<file path="config.mk">
export PLATFORM = sky130hd
export DESIGN_NAME = down_counter_flat
export DESIGN_NICKNAME = d
export VERILOG_FILES = /design/src/rtl/down_counter_if.sv /design/src/rtl/down_counter.sv /design/src/flat_wrapper.sv
export SDC_FILE = /design/constraint.sdc
export NUM_CORES = 1
export LEC_CHECK = 0
export BUFFER_PORTS_ARGS = -buffer_cell sky130_fd_sc_hd__buf_4
export CAP_MARGIN = 20
export CORE_UTILIZATION = 30
export CTS_BUF_LIST = sky130_fd_sc_hd__clkbuf_8
export DETAILED_ROUTE_END_ITERATION = 8
export GPL_ROUTABILITY_DRIVEN = 0
export PLACE_DENSITY = 0.48
export SYNTH_ARGS = -nofsm -noshare
export SYNTH_HDL_FRONTEND = slang
export SYNTH_SLANG_ARGS = --single-unit
export TNS_END_PERCENT = 1
</file>
<file path="constraint.sdc">
create_clock -name clk -period 1.87 [get_ports clk]
set_input_delay 0.0935 -clock clk [delete_from_list [all_inputs] [get_ports clk]]
set_output_delay 0.0935 -clock clk [all_outputs]
set_load 0.03 [all_outputs]
</file>
<file path="src/rtl/down_counter_if.sv">
`default_nettype none
// ============================================================================
// Module   : down_counter_if
// Brief    : Control and status bundle for the loadable down counter.
// Revision : 1.0
// ============================================================================
interface down_counter_if #(
  parameter int WIDTH = 4
);
  logic             load;
  logic [WIDTH-1:0] load_value;
  logic             enable;
  logic             auto_reload;
  logic [WIDTH-1:0] Q;
  logic             tc;
  logic             busy;

  modport master (
    output load, load_value, enable, auto_reload,
    input  Q, tc, busy
  );

  modport slave (
    input  load, load_value, enable, auto_reload,
    output Q, tc, busy
  );
endinterface
`default_nettype wire

</file>
<file path="src/rtl/down_counter.sv">
`default_nettype none
// ============================================================================
// Module   : down_counter
// Brief    : Loadable down counter with one-shot / auto-reload modes and a
//            registered one-cycle terminal-count pulse.
// Revision : 1.0
// ============================================================================
module down_counter #(
  parameter int WIDTH = 4
) (
  input  wire           clk,
  input  wire           clear,
  down_counter_if.slave bus
);

  localparam logic [1:0] S_IDLE    = 2'd0;
  localparam logic [1:0] S_RUN     = 2'd1;
  localparam logic [1:0] S_EXPIRED = 2'd2;

  localparam logic [WIDTH-1:0] C_ZERO = '0;
  localparam logic [WIDTH-1:0] C_ONE  = {{(WIDTH-1){1'b0}}, 1'b1};

  logic [1:0]       state_q,  state_d;
  logic [WIDTH-1:0] count_q,  count_d;
  logic [WIDTH-1:0] reload_q, reload_d;
  logic             tc_q,     tc_d;
  logic             busy_q,   busy_d;

  always_comb begin
    state_d  = state_q;
    count_d  = count_q;
    reload_d = reload_q;
    tc_d     = 1'b0;
    busy_d   = busy_q;

    if (clear) begin
      state_d  = S_IDLE;
      count_d  = C_ZERO;
      reload_d = C_ZERO;
      busy_d   = 1'b0;
    end else if (bus.load) begin
      count_d  = bus.load_value;
      reload_d = bus.load_value;
      // A zero load has nothing to count, so it parks in IDLE without a tc.
      if (bus.load_value != C_ZERO) begin
        state_d = S_RUN;
        busy_d  = 1'b1;
      end else begin
        state_d = S_IDLE;
        busy_d  = 1'b0;
      end
    end else begin
      case (state_q)
        S_IDLE: begin
          busy_d = 1'b0;
        end
        S_RUN: begin
          if (bus.enable) begin
            if (count_q <= C_ONE) begin
              count_d = C_ZERO;
              tc_d    = 1'b1;
              busy_d  = 1'b0;
              state_d = S_EXPIRED;
            end else begin
              count_d = count_q - C_ONE;
            end
          end
        end
        S_EXPIRED: begin
          // auto_reload only matters here, on the edge leaving EXPIRED.
          if (bus.auto_reload) begin
            count_d = reload_q;
            busy_d  = 1'b1;
            state_d = S_RUN;
          end else begin
            busy_d  = 1'b0;
            state_d = S_IDLE;
          end
        end
        default: begin
          state_d = S_IDLE;
          count_d = C_ZERO;
          busy_d  = 1'b0;
        end
      endcase
    end
  end

  always_ff @(posedge clk) begin
    state_q  <= state_d;
    count_q  <= count_d;
    reload_q <= reload_d;
    tc_q     <= tc_d;
    busy_q   <= busy_d;
  end

  assign bus.Q    = count_q;
  assign bus.tc   = tc_q;
  assign bus.busy = busy_q;

endmodule
`default_nettype wire

</file>
<file path="src/flat_wrapper.sv">
// flat-port wrapper written by rule: the top's interface ports become plain ports
module down_counter_flat 
#(
  parameter int WIDTH = 4
)
  (clk, clear, bus_load, bus_load_value, bus_enable, bus_auto_reload, bus_Q, bus_tc, bus_busy);
  down_counter_if #(.WIDTH(WIDTH)) bus_i ();
  input  wire clk;
  input  wire clear;
  input wire logic [$bits(bus_i.load)-1:0] bus_load;
  input wire logic [$bits(bus_i.load_value)-1:0] bus_load_value;
  input wire logic [$bits(bus_i.enable)-1:0] bus_enable;
  input wire logic [$bits(bus_i.auto_reload)-1:0] bus_auto_reload;
  output wire logic [$bits(bus_i.Q)-1:0] bus_Q;
  output wire logic [$bits(bus_i.tc)-1:0] bus_tc;
  output wire logic [$bits(bus_i.busy)-1:0] bus_busy;
  assign bus_i.load = bus_load;
  assign bus_i.load_value = bus_load_value;
  assign bus_i.enable = bus_enable;
  assign bus_i.auto_reload = bus_auto_reload;
  assign bus_Q = bus_i.Q;
  assign bus_tc = bus_i.tc;
  assign bus_busy = bus_i.busy;
  down_counter #(.WIDTH(WIDTH)) u_core (.clk(clk), .clear(clear), .bus(bus_i));
endmodule
</file>
==> impl_metrics.csv, run 1 <==
group,metric,value,unit
clocking,postCtsHoldBufs,0,
synth,syn-instance-count,80,
synth,syn_area,694.4,um2
route,ant_nets,0,
hold_path,min_path_cells,2,
place,dp_hpwl,1176,um
critical_path,critPathKind,"reg2reg",
critical_path,r2r_slack,0.13,ns
die,coreArea,2191,um2
route,viasPerCell,5.033,
hold_path,hold_end,"u_core.state_q[1]$_SDFFE_PP0P_",
hold_path,hp-start,"clear",
timing,finalSetupViolations,0,
final_layout,regArea,240.2,um2
place,numPortBuffers,14,
timing,whs,0.1104,ns
critical_path,critPathCaptureType,"flip-flop",
critical_path,crit_path_top_delay_cell,"dfxtp_1",
route,drt_first_pass_iters,4,
final_layout,design_area,879.6,um2
final_layout,fill_cells,252,
synth,synth_enable_flop_cells,0,
timing,period_share,93.02,%
power,p_leak,0.0003554,uW
synth,synthFlopType,"dfxtp_1",
timing,rsz0062_at_grt,"false",
synth,ys.warnings.count,0,
die,ioPinCount,15,
synth,synth_cell_types,27,
route,wire_per_inst,12.43,um
die,die_h,50.11,um
clocking,cts_setup_buffers,0,
power,power.total,690.4,uW
route,vias,619,
clocking,numCtsBuffers,3,
route,drt_iter0_drc,13,
critical_path,start_kind,"flip-flop",
critical_path,cp.depth,6,
grt,grt_pass1_wl,2739,um
clocking,cts.sinks,12,
critical_path,cp_data_arrival_time,1.87,ns
grt,overflow,0,
final_layout,multiInputGateArea,427.9,um2
place,dpl_cell_area,825.8,um2
die,fp-row-count,17,
final_layout,final_nets,112,
critical_path,rr_worst_depth,6,
final_layout,antenna_cells,0,
timing,tns,0,ns
clocking,clock_latency,0.24,ns
final_layout,syn_to_final_growth,26.67,%
route,wl,1529,um
timing,slew_viol_final,0,
grt,grt_max_degree,17,
critical_path,crit_family,"compound AO/OA/AOI/OAI gates",
die,initial_core_util,31.70,%
timing,fin_ws,0.1306,ns
run,max-cap-violations,0,
final_layout,final_common_cell,"buf_4",
timing,slew-limit-headroom,79.28,%
timing,worst_slew_pin_slew,0.3098,ns
synth,ys_seq_elements,12,
synth,synth_seq_area_share,34.59,%
status,status,"finished clean",
place,dp_slack,0.1008,ns
timing,period_needed,1.739,ns
hold_path,hp-class,"in2reg",
clocking,cts_tree,"done",
synth,ys_async_sr_fraction,0,%
critical_path,regToRegStartpoint,"u_core.bus.Q[0]$_SDFFE_PP0P_",
power,ir_drop,0.3834,mV
timing,hold_viol,0,
synth,syn_nets,95,
die,die-area,2511,um2
critical_path,cp_slowest_stage_delay,0.36,ns
clocking,htreeDepth,1,
final_layout,drive_gt1_share,22.11,%
grt,grt_pass1_vias,598,
die,die_w,50.11,um
route,drc_errors,0,
clocking,clk_pin_slew,0.05,ns
grt,grt_usage,15.08,%
timing,skew,0.003317,ns
critical_path,required,2.00,ns
clocking,cts_root_buf,"clkbuf_8",
critical_path,path_max_fanout,5,
clocking,clockBufferDepth,2,
critical_path,crit_chain,"inv_1 > ha_1 > or2_2 > a31oi_2 > o21ai_0 > o311a_1",
synth,post_synth.cell_area_avg,8.680,um2
grt,antenna_found_initial,0,
final_layout,layout.cells.most_common_list,"buf_4 (14), dfxtp_1 (12), inv_1 (8)",
critical_path,critPathBufInv,1,
timing,clock.fmax,574.9,MHz
critical_path,r2r-end,"u_core.state_q[0]$_SDFFE_PP0P_",
power,powerDensity,784.9,nW/um2
## metrics by stage
step	util (%)	instances
final	40.15	123
after CTS	39.58	123
after global routing	40.15	123
after floorplan	-	80
after detailed placement	37.69	120
after global placement	37.69	120
## routing by layer
layer | GRT usage, % | wire length (um) | vias to the layer above
met5 | 0 | 0 | -
li1 | - | - | 319
met1 | 20.78 | 771 | 274
met2 | 20.67 | 638 | 21
met3 | 4.012 | 85 | 5
met4 | 8.571 | 33 | 0
## timing repair
action	in CTS	in global routing
resized for setup	0	2
endpoints found under the setup margin	0	3
hold endpoints to repair	0	0
## sequential cells by signal, indices dropped and copies added (netlist names)
signal           flops
u_core.reload_q      4
u_core.bus.tc        1
u_core.state_q       2
u_core.bus.busy      1
u_core.bus.Q         4
## power breakdown
| group | switching (uW) | internal (uW) |
|---|---|---|
| Sequential | 13.3 | 274 |
| Combinational | 96.5 | 70.0 |
| Clock | 94.8 | 142 |
| Total | 205 | 486 |
## logic make-up after synthesis
family / after synthesis / synth area share (%)
simple gates: 26 / 19.28
compound gates: 22 / 23.97
flops: 12 / 34.59
buf+inv: 10 / 5.585
fa+ha+maj: 6 / 10.81
mux: 4 / 5.766
## Yosys cell counts (2+ instances only)
cell	instances	area, um2
dfxtp_1	12	240.2
inv_1	8	30.03
nor2_1	7	26.28
a21oi_1	6	30.03
ha_1	6	75.07
nand2_1	6	22.52
nand2b_1	5	31.28
mux2i_1	4	40.04
a221oi_1	3	26.28
a31oi_1	2	12.51
a31oi_2	2	25.02
a32oi_1	2	17.52
nand3b_1	2	15.01
o21ai_0	2	10.01
## worst max-delay path by stage
stage / startpoint / endpoint / slack [ns]
floorplan: u_core.bus.Q[0]$_SDFFE_PP0P_ / u_core.bus.Q[0]$_SDFFE_PP0P_ / 0.02
global placement: u_core.bus.Q[0]$_SDFFE_PP0P_ / u_core.bus.Q[0]$_SDFFE_PP0P_ / 0.13
detailed placement: u_core.bus.Q[0]$_SDFFE_PP0P_ / u_core.bus.Q[1]$_SDFFE_PP0P_ / 0.10
CTS: u_core.bus.Q[0]$_SDFFE_PP0P_ / u_core.bus.Q[1]$_SDFFE_PP0P_ / 0.09
global route: u_core.state_q[1]$_SDFFE_PP0P_ / u_core.bus.Q[3]$_SDFFE_PP0P_ / 0.01
finish: u_core.bus.Q[0]$_SDFFE_PP0P_ / u_core.state_q[0]$_SDFFE_PP0P_ / 0.13
## area by class of cell
cell class	count	share of cell area, %
Sequential cell	12	27.31
Tap cell	28	3.983
Multi-Input combinational cell	58	48.65
Timing Repair Buffer	14	11.95
Inverter	8	3.414
Clock buffer	3	4.694
Power figures use the tool's default switching activity.
==> inputs of run 2 (changes only) <==
--- a/config.mk
+++ b/config.mk
@@ -11,7 +11,7 @@
 export CTS_BUF_LIST = sky130_fd_sc_hd__clkbuf_8
 export DETAILED_ROUTE_END_ITERATION = 8
 export GPL_ROUTABILITY_DRIVEN = 0
-export PLACE_DENSITY = 0.48
+export PLACE_DENSITY = 0.5
 export SYNTH_ARGS = -nofsm -noshare
 export SYNTH_HDL_FRONTEND = slang
 export SYNTH_SLANG_ARGS = --single-unit
==> constraint.sdc (replaced) <==
create_clock -name clk -period 1.6 [get_ports clk]
set_input_delay 0.08 -clock clk [delete_from_list [all_inputs] [get_ports clk]]
set_output_delay 0.08 -clock clk [all_outputs]
set_load 0.03 [all_outputs]
==> run 2 against run 1 <==
Worst setup slack worse by 0.099 ns. Cell area up 12%. Flip-flop and latch count unchanged. Critical endpoint is now u_core.state_q[1]$_SDFFE_PP0P_. Highest routed layer unchanged.
==> impl_metrics.csv, run 2 (synthesis gave the netlist of run 1 again) <==
group,metric,value,unit
timing,skew,0.001298,ns
critical_path,start_kind,"flip-flop",
final_layout,instances_no_fill,131,
timing,period_share,98.03,%
clocking,cts_root_buf,"clkbuf_8",
final_layout,final_nets,119,
final_layout,drive_gt1_share,35.92,%
place,dp_slack,0.001669,ns
die,die_w,50.11,um
grt,grt_usage,15.11,%
route,wl,1658,um
route,vias,652,
clocking,postCtsHoldBufs,0,
clocking,cts_setup_buffers,0,
route,drc_errors,0,
power,p_leak,0.0004056,uW
critical_path,r2r_slack,0.03,ns
critical_path,cp_data_arrival_time,1.74,ns
route,drt_iter0_drc,7,
clocking,cts.sinks,12,
die,coreArea,2191,um2
power,power.total,855.8,uW
timing,period_needed,1.568,ns
critical_path,crit_end,"u_core.state_q[1]$_SDFFE_PP0P_",
power,powerDensity,866.9,nW/um2
clocking,cts_tree,"done",
grt,antenna_found_initial,0,
critical_path,regToRegStartpoint,"u_core.bus.Q[1]$_SDFFE_PP0P_",
timing,clock.fmax,637.6,MHz
critical_path,startpoint,"u_core.bus.Q[1]$_SDFFE_PP0P_",
final_layout,syn_to_final_growth,42.16,%
grt,overflow,0,
final_layout,final_common_cell,"buf_4",
die,ioPinCount,15,
place,numPortBuffers,14,
timing,worst_slew_pin_slew,0.4536,ns
timing,fin_ws,0.03150,ns
power,ir_drop,0.5931,mV
final_layout,antenna_cells,0,
timing,whs,0.09673,ns
hold_path,hp-class,"in2reg",
critical_path,r2r-end,"u_core.state_q[1]$_SDFFE_PP0P_",
clocking,clock_latency,0.24,ns
route,ant_nets,0,
final_layout,fill_cells,239,
critical_path,path_max_fanout,5,
place,dp_hpwl,1217,um
critical_path,critPathKind,"reg2reg",
grt,grt_pass1_vias,650,
clocking,numCtsBuffers,3,
timing,finalSetupViolations,0,
clocking,clockBufferDepth,2,
final_layout,utilization,45.06,%
grt,grt_pass1_wl,2842,um
place,post-place-cells,127,
critical_path,critPathCaptureType,"flip-flop",
critical_path,required,1.77,ns
timing,slew-limit-headroom,69.65,%
status,status,"finished clean",
die,die_h,50.11,um
route,viasPerCell,4.977,
clocking,clk_pin_slew,0.05,ns
final_layout,layout.cells.most_common_list,"buf_4 (21), dfxtp_1 (10), inv_1 (7), nor2_1 (7), nand2_1 (6)",
die,die-area,2511,um2
grt,grt_max_degree,17,
die,fp-row-count,17,
clocking,htreeDepth,1,
critical_path,rr_worst_depth,6,
run,max-cap-violations,0,
route,drt_first_pass_iters,2,
timing,slew_viol_final,0,
hold_path,min_path_cells,3,
die,initial_core_util,31.70,%
timing,rsz0062_at_grt,"true",
timing,hold_viol,0,
route,wire_per_inst,12.66,um
[run 2: changes by cell type in the layout (fill, tap and decap cells not counted), moves of 2 or more]
| cell | before | now |
|---|---|---|
| dfxtp_1 | 12 | 10 |
| inv_2 | 0 | 2 |
| buf_4 | 14 | 21 |
| dfxtp_4 | 0 | 2 |
| a221oi_1 | 3 | 1 |
| a221oi_2 | 0 | 2 |
[run 2: how the worst min path moves through the flow]
stage	startpoint	endpoint	slack, ns
detailed placement	bus_load_value[1]	u_core.reload_q[1]$_SDFFE_PP0P_	0.35
global placement	bus_load_value[3]	u_core.reload_q[3]$_SDFFE_PP0P_	0.34
global route	clear	u_core.bus.Q[1]$_SDFFE_PP0P_	0.11
floorplan	clear	u_core.bus.Q[3]$_SDFFE_PP0P_	0.20
finish	bus_load_value[3]	u_core.reload_q[3]$_SDFFE_PP0P_	0.1
CTS	bus_load_value[1]	u_core.reload_q[1]$_SDFFE_PP0P_	0.1
[run 2: through the flow]
step | area, um2 | setup TNS [ns]
6_report | 987.2 | 0
5_1_grt | 987.2 | -0.1230
4_1_cts | 948.4 | 0
3_5_place_dp | 900.9 | 0
3_3_place_gp | 900.9 | 0
2_1_floorplan | 716.9 | 0
[run 2: critical path, cell delays in order, from the launching register on]
cell and delay [ns]:
dfxtp_4 0.35, inv_2 0.07, ha_2 0.18, or2_4 0.15, a31oi_4 0.12, or4b_1 0.50
a31oi_1 0.13
[run 2: power by group]
group / internal, uW / total [uW] / switching (uW) / leakage, uW
clock network: 169 / 283 / 114 / 0.0000269
registers: 320 / 334 / 13.8 / 0.000100
logic: 106 / 239 / 132 / 0.000279
[run 2: area by class of cell]
class	instances	area (um2)	area share [%]
Clock buffer	3	41.29	4.183
Multi-Input combinational cell	58	471.7	47.78
Timing Repair Buffer	21	157.7	15.97
Sequential cell	12	247.7	25.10
Tap cell	28	35.03	3.549
Clock inverter	1	3.754	0.3802
Inverter	8	30.03	3.042
[run 2: per-layer routing]
layer | global-route usage [%] | part of all wire (%) | vias to the layer above
met3 | 3.086 | 4.3 | 5
met5 | 0 | 0 | -
met1 | 20.11 | 50 | 294
met2 | 22.22 | 43 | 15
li1 | - | - | 338
met4 | 8.571 | 2.1 | 0
[run 2: timing repair]
item                                   in CTS  in global routing
gates cloned                                0                  0
setup endpoints to repair                   1                  5
gates resized for setup                     3                  6
pin swaps                                   0                  3
endpoints found under the hold margin       0                  0
==> inputs of run 3 (changes only) <==
--- a/config.mk
+++ b/config.mk
@@ -7,10 +7,12 @@
 export LEC_CHECK = 0
 export BUFFER_PORTS_ARGS = -buffer_cell sky130_fd_sc_hd__buf_4
 export CAP_MARGIN = 20
+export CORE_MARGIN = 3
 export CORE_UTILIZATION = 30
 export CTS_BUF_LIST = sky130_fd_sc_hd__clkbuf_8
 export DETAILED_ROUTE_END_ITERATION = 8
 export GPL_ROUTABILITY_DRIVEN = 0
+export HOLD_SLACK_MARGIN = 0.12
 export PLACE_DENSITY = 0.5
 export SYNTH_ARGS = -nofsm -noshare
 export SYNTH_HDL_FRONTEND = slang
==> run 3 against run 2 <==
Maximum frequency rose by 3.3%. Highest routed layer unchanged. Final cell count rose by 3.8%. Hold slack improved by 0.028 ns. Via count rose by 2.9%. Critical endpoint unchanged.
==> impl_metrics.csv, run 3 (synthesis gave the netlist of run 1 again) <==
group,metric,value,unit
final_layout,fill_cells,219,
route,viasPerCell,4.934,
final_layout,design_area,1055,um2
clocking,numCtsBuffers,3,
grt,antenna_found_initial,0,
route,met3_length,83,um
status,status,"finished clean",
timing,slew_viol_final,0,
timing,clock.fmax,658.8,MHz
critical_path,path_max_fanout,5,
clocking,cts_tree,"done",
critical_path,cp_data_arrival_time,1.68,ns
timing,period_share,94.87,%
die,initial_core_util,33.35,%
critical_path,start_kind,"flip-flop",
die,ioPinCount,15,
final_layout,instances_no_fill,136,
die,die_w,54.11,um
timing,hold_viol,0,
clocking,clock_latency,0.24,ns
grt,grt_usage,13.41,%
route,vias,671,
final_layout,utilization,50.66,%
timing,slew-limit-headroom,81.13,%
place,dp_hpwl,1258,um
final_layout,final_nets,125,
route,drt_iter0_drc,3,
final_layout,drive_gt1_share,34.86,%
timing,skew,0.004753,ns
timing,worst_slew_pin_slew,0.2794,ns
grt,grt_max_degree,17,
timing,period_needed,1.518,ns
die,die_h,54.11,um
final_layout,layout.cells.most_common_list,"buf_4 (21), dfxtp_1 (9), inv_1 (7)",
hold_path,hp-class,"in2reg",
clocking,cts_root_buf,"clkbuf_8",
clocking,htreeDepth,1,
grt,grt_pass1_vias,631,
final_layout,syn_to_final_growth,51.89,%
route,drt_first_pass_iters,4,
run,max-cap-violations,0,
timing,finalSetupViolations,0,
clocking,clk_pin_slew,0.05,ns
route,wire_per_inst,12.69,um
final_layout,final_common_cell,"buf_4",
power,power.total,868.7,uW
timing,whs,0.1250,ns
route,ant_nets,0,
critical_path,critPathCaptureType,"flip-flop",
route,drc_errors,0,
critical_path,required,1.77,ns
critical_path,critPathKind,"reg2reg",
grt,grt_pass1_wl,2718,um
power,powerDensity,823.6,nW/um2
route,wl,1726,um
place,post-place-cells,126,
power,p_leak,0.0004376,uW
place,dpl_cell_area,899.6,um2
die,coreArea,2082,um2
grt,overflow,0,
route,highest_layer,"met4",
clocking,clockBufferDepth,2,
timing,rsz0062_at_grt,"false",
route,wl_met1,849,um
die,die-area,2928,um2
power,ir_drop,0.4444,mV
place,numPortBuffers,14,
clocking,cts.sinks,12,
die,fp-row-count,16,
route,wl_met2,785,um
final_layout,antenna_cells,0,
run 3: changes by cell type in the layout (fill, tap and decap cells not counted), sizes merged:
cell	delta
dlygate4sd3	+6
run 3: critical path, stage by stage (launching register included):
cell and delay (ns):
dfxtp_4 0.35, inv_4 0.06, ha_1 0.14, or2_4 0.15
a31oi_4 0.11, or4b_1 0.51, a31oi_1 0.13
run 3: stage by stage:
step	setup TNS, ns	worst slack (ns)
5_1_grt	0	0.007624
6_report	0	0.08215
3_3_place_gp	0	0.04961
3_5_place_dp	-0.002053	-0.002053
4_1_cts	0	0.004640
2_1_floorplan	0	0.03066
run 3: worst paths after layout:
kind	from	to	slack, ns	cells past startpoint
worst max-delay path	u_core.bus.Q[1]$_SDFFE_PP0P_	u_core.state_q[1]$_SDFFE_PP0P_	0.08	6
worst min-delay path	bus_enable	u_core.bus.tc$_SDFF_PP0_	0.13	3
worst max register to register	u_core.bus.Q[1]$_SDFFE_PP0P_	u_core.state_q[1]$_SDFFE_PP0P_	0.08	6
worst min register to register	u_core.reload_q[2]$_SDFFE_PP0P_	u_core.reload_q[2]$_SDFFE_PP0P_	0.48	2
run 3: area by class of cell:
type	count	area, um2	share of cell area [%]
Multi-Input combinational cell	58	474.2	44.96
Sequential cell	12	249.0	23.61
Timing Repair Buffer	27	217.7	20.64
Clock buffer	3	41.29	3.915
Inverter	8	35.03	3.321
Tap cell	27	33.78	3.203
Clock inverter	1	3.754	0.3559
run 3: report_power, final:
group	switching, uW	leakage [uW]	total [uW]	internal [uW]
sequential	15.9	0.000100	337	321
combinational	134	0.000310	255	121
clock	108	0.0000269	277	169
run 3: routing by layer:
layer  global-route usage [%]  vias up
met5                        0        -
met4                    6.224        0
met3                    2.493        2
met2                    20.77       15
met1                    17.82      303
li1                         -      351
run 3: timing repair:
| item | CTS | global route |
|---|---|---|
| gates resized for setup | 3 | 11 |
| endpoints found under the setup margin | 1 | 6 |
| pin swaps | 0 | 4 |
| hold endpoints to repair | 5 | 0 |
| setup buffers | 0 | 0 |
| hold buffers | 6 | 0 |
| gates cloned | 0 | 0 |
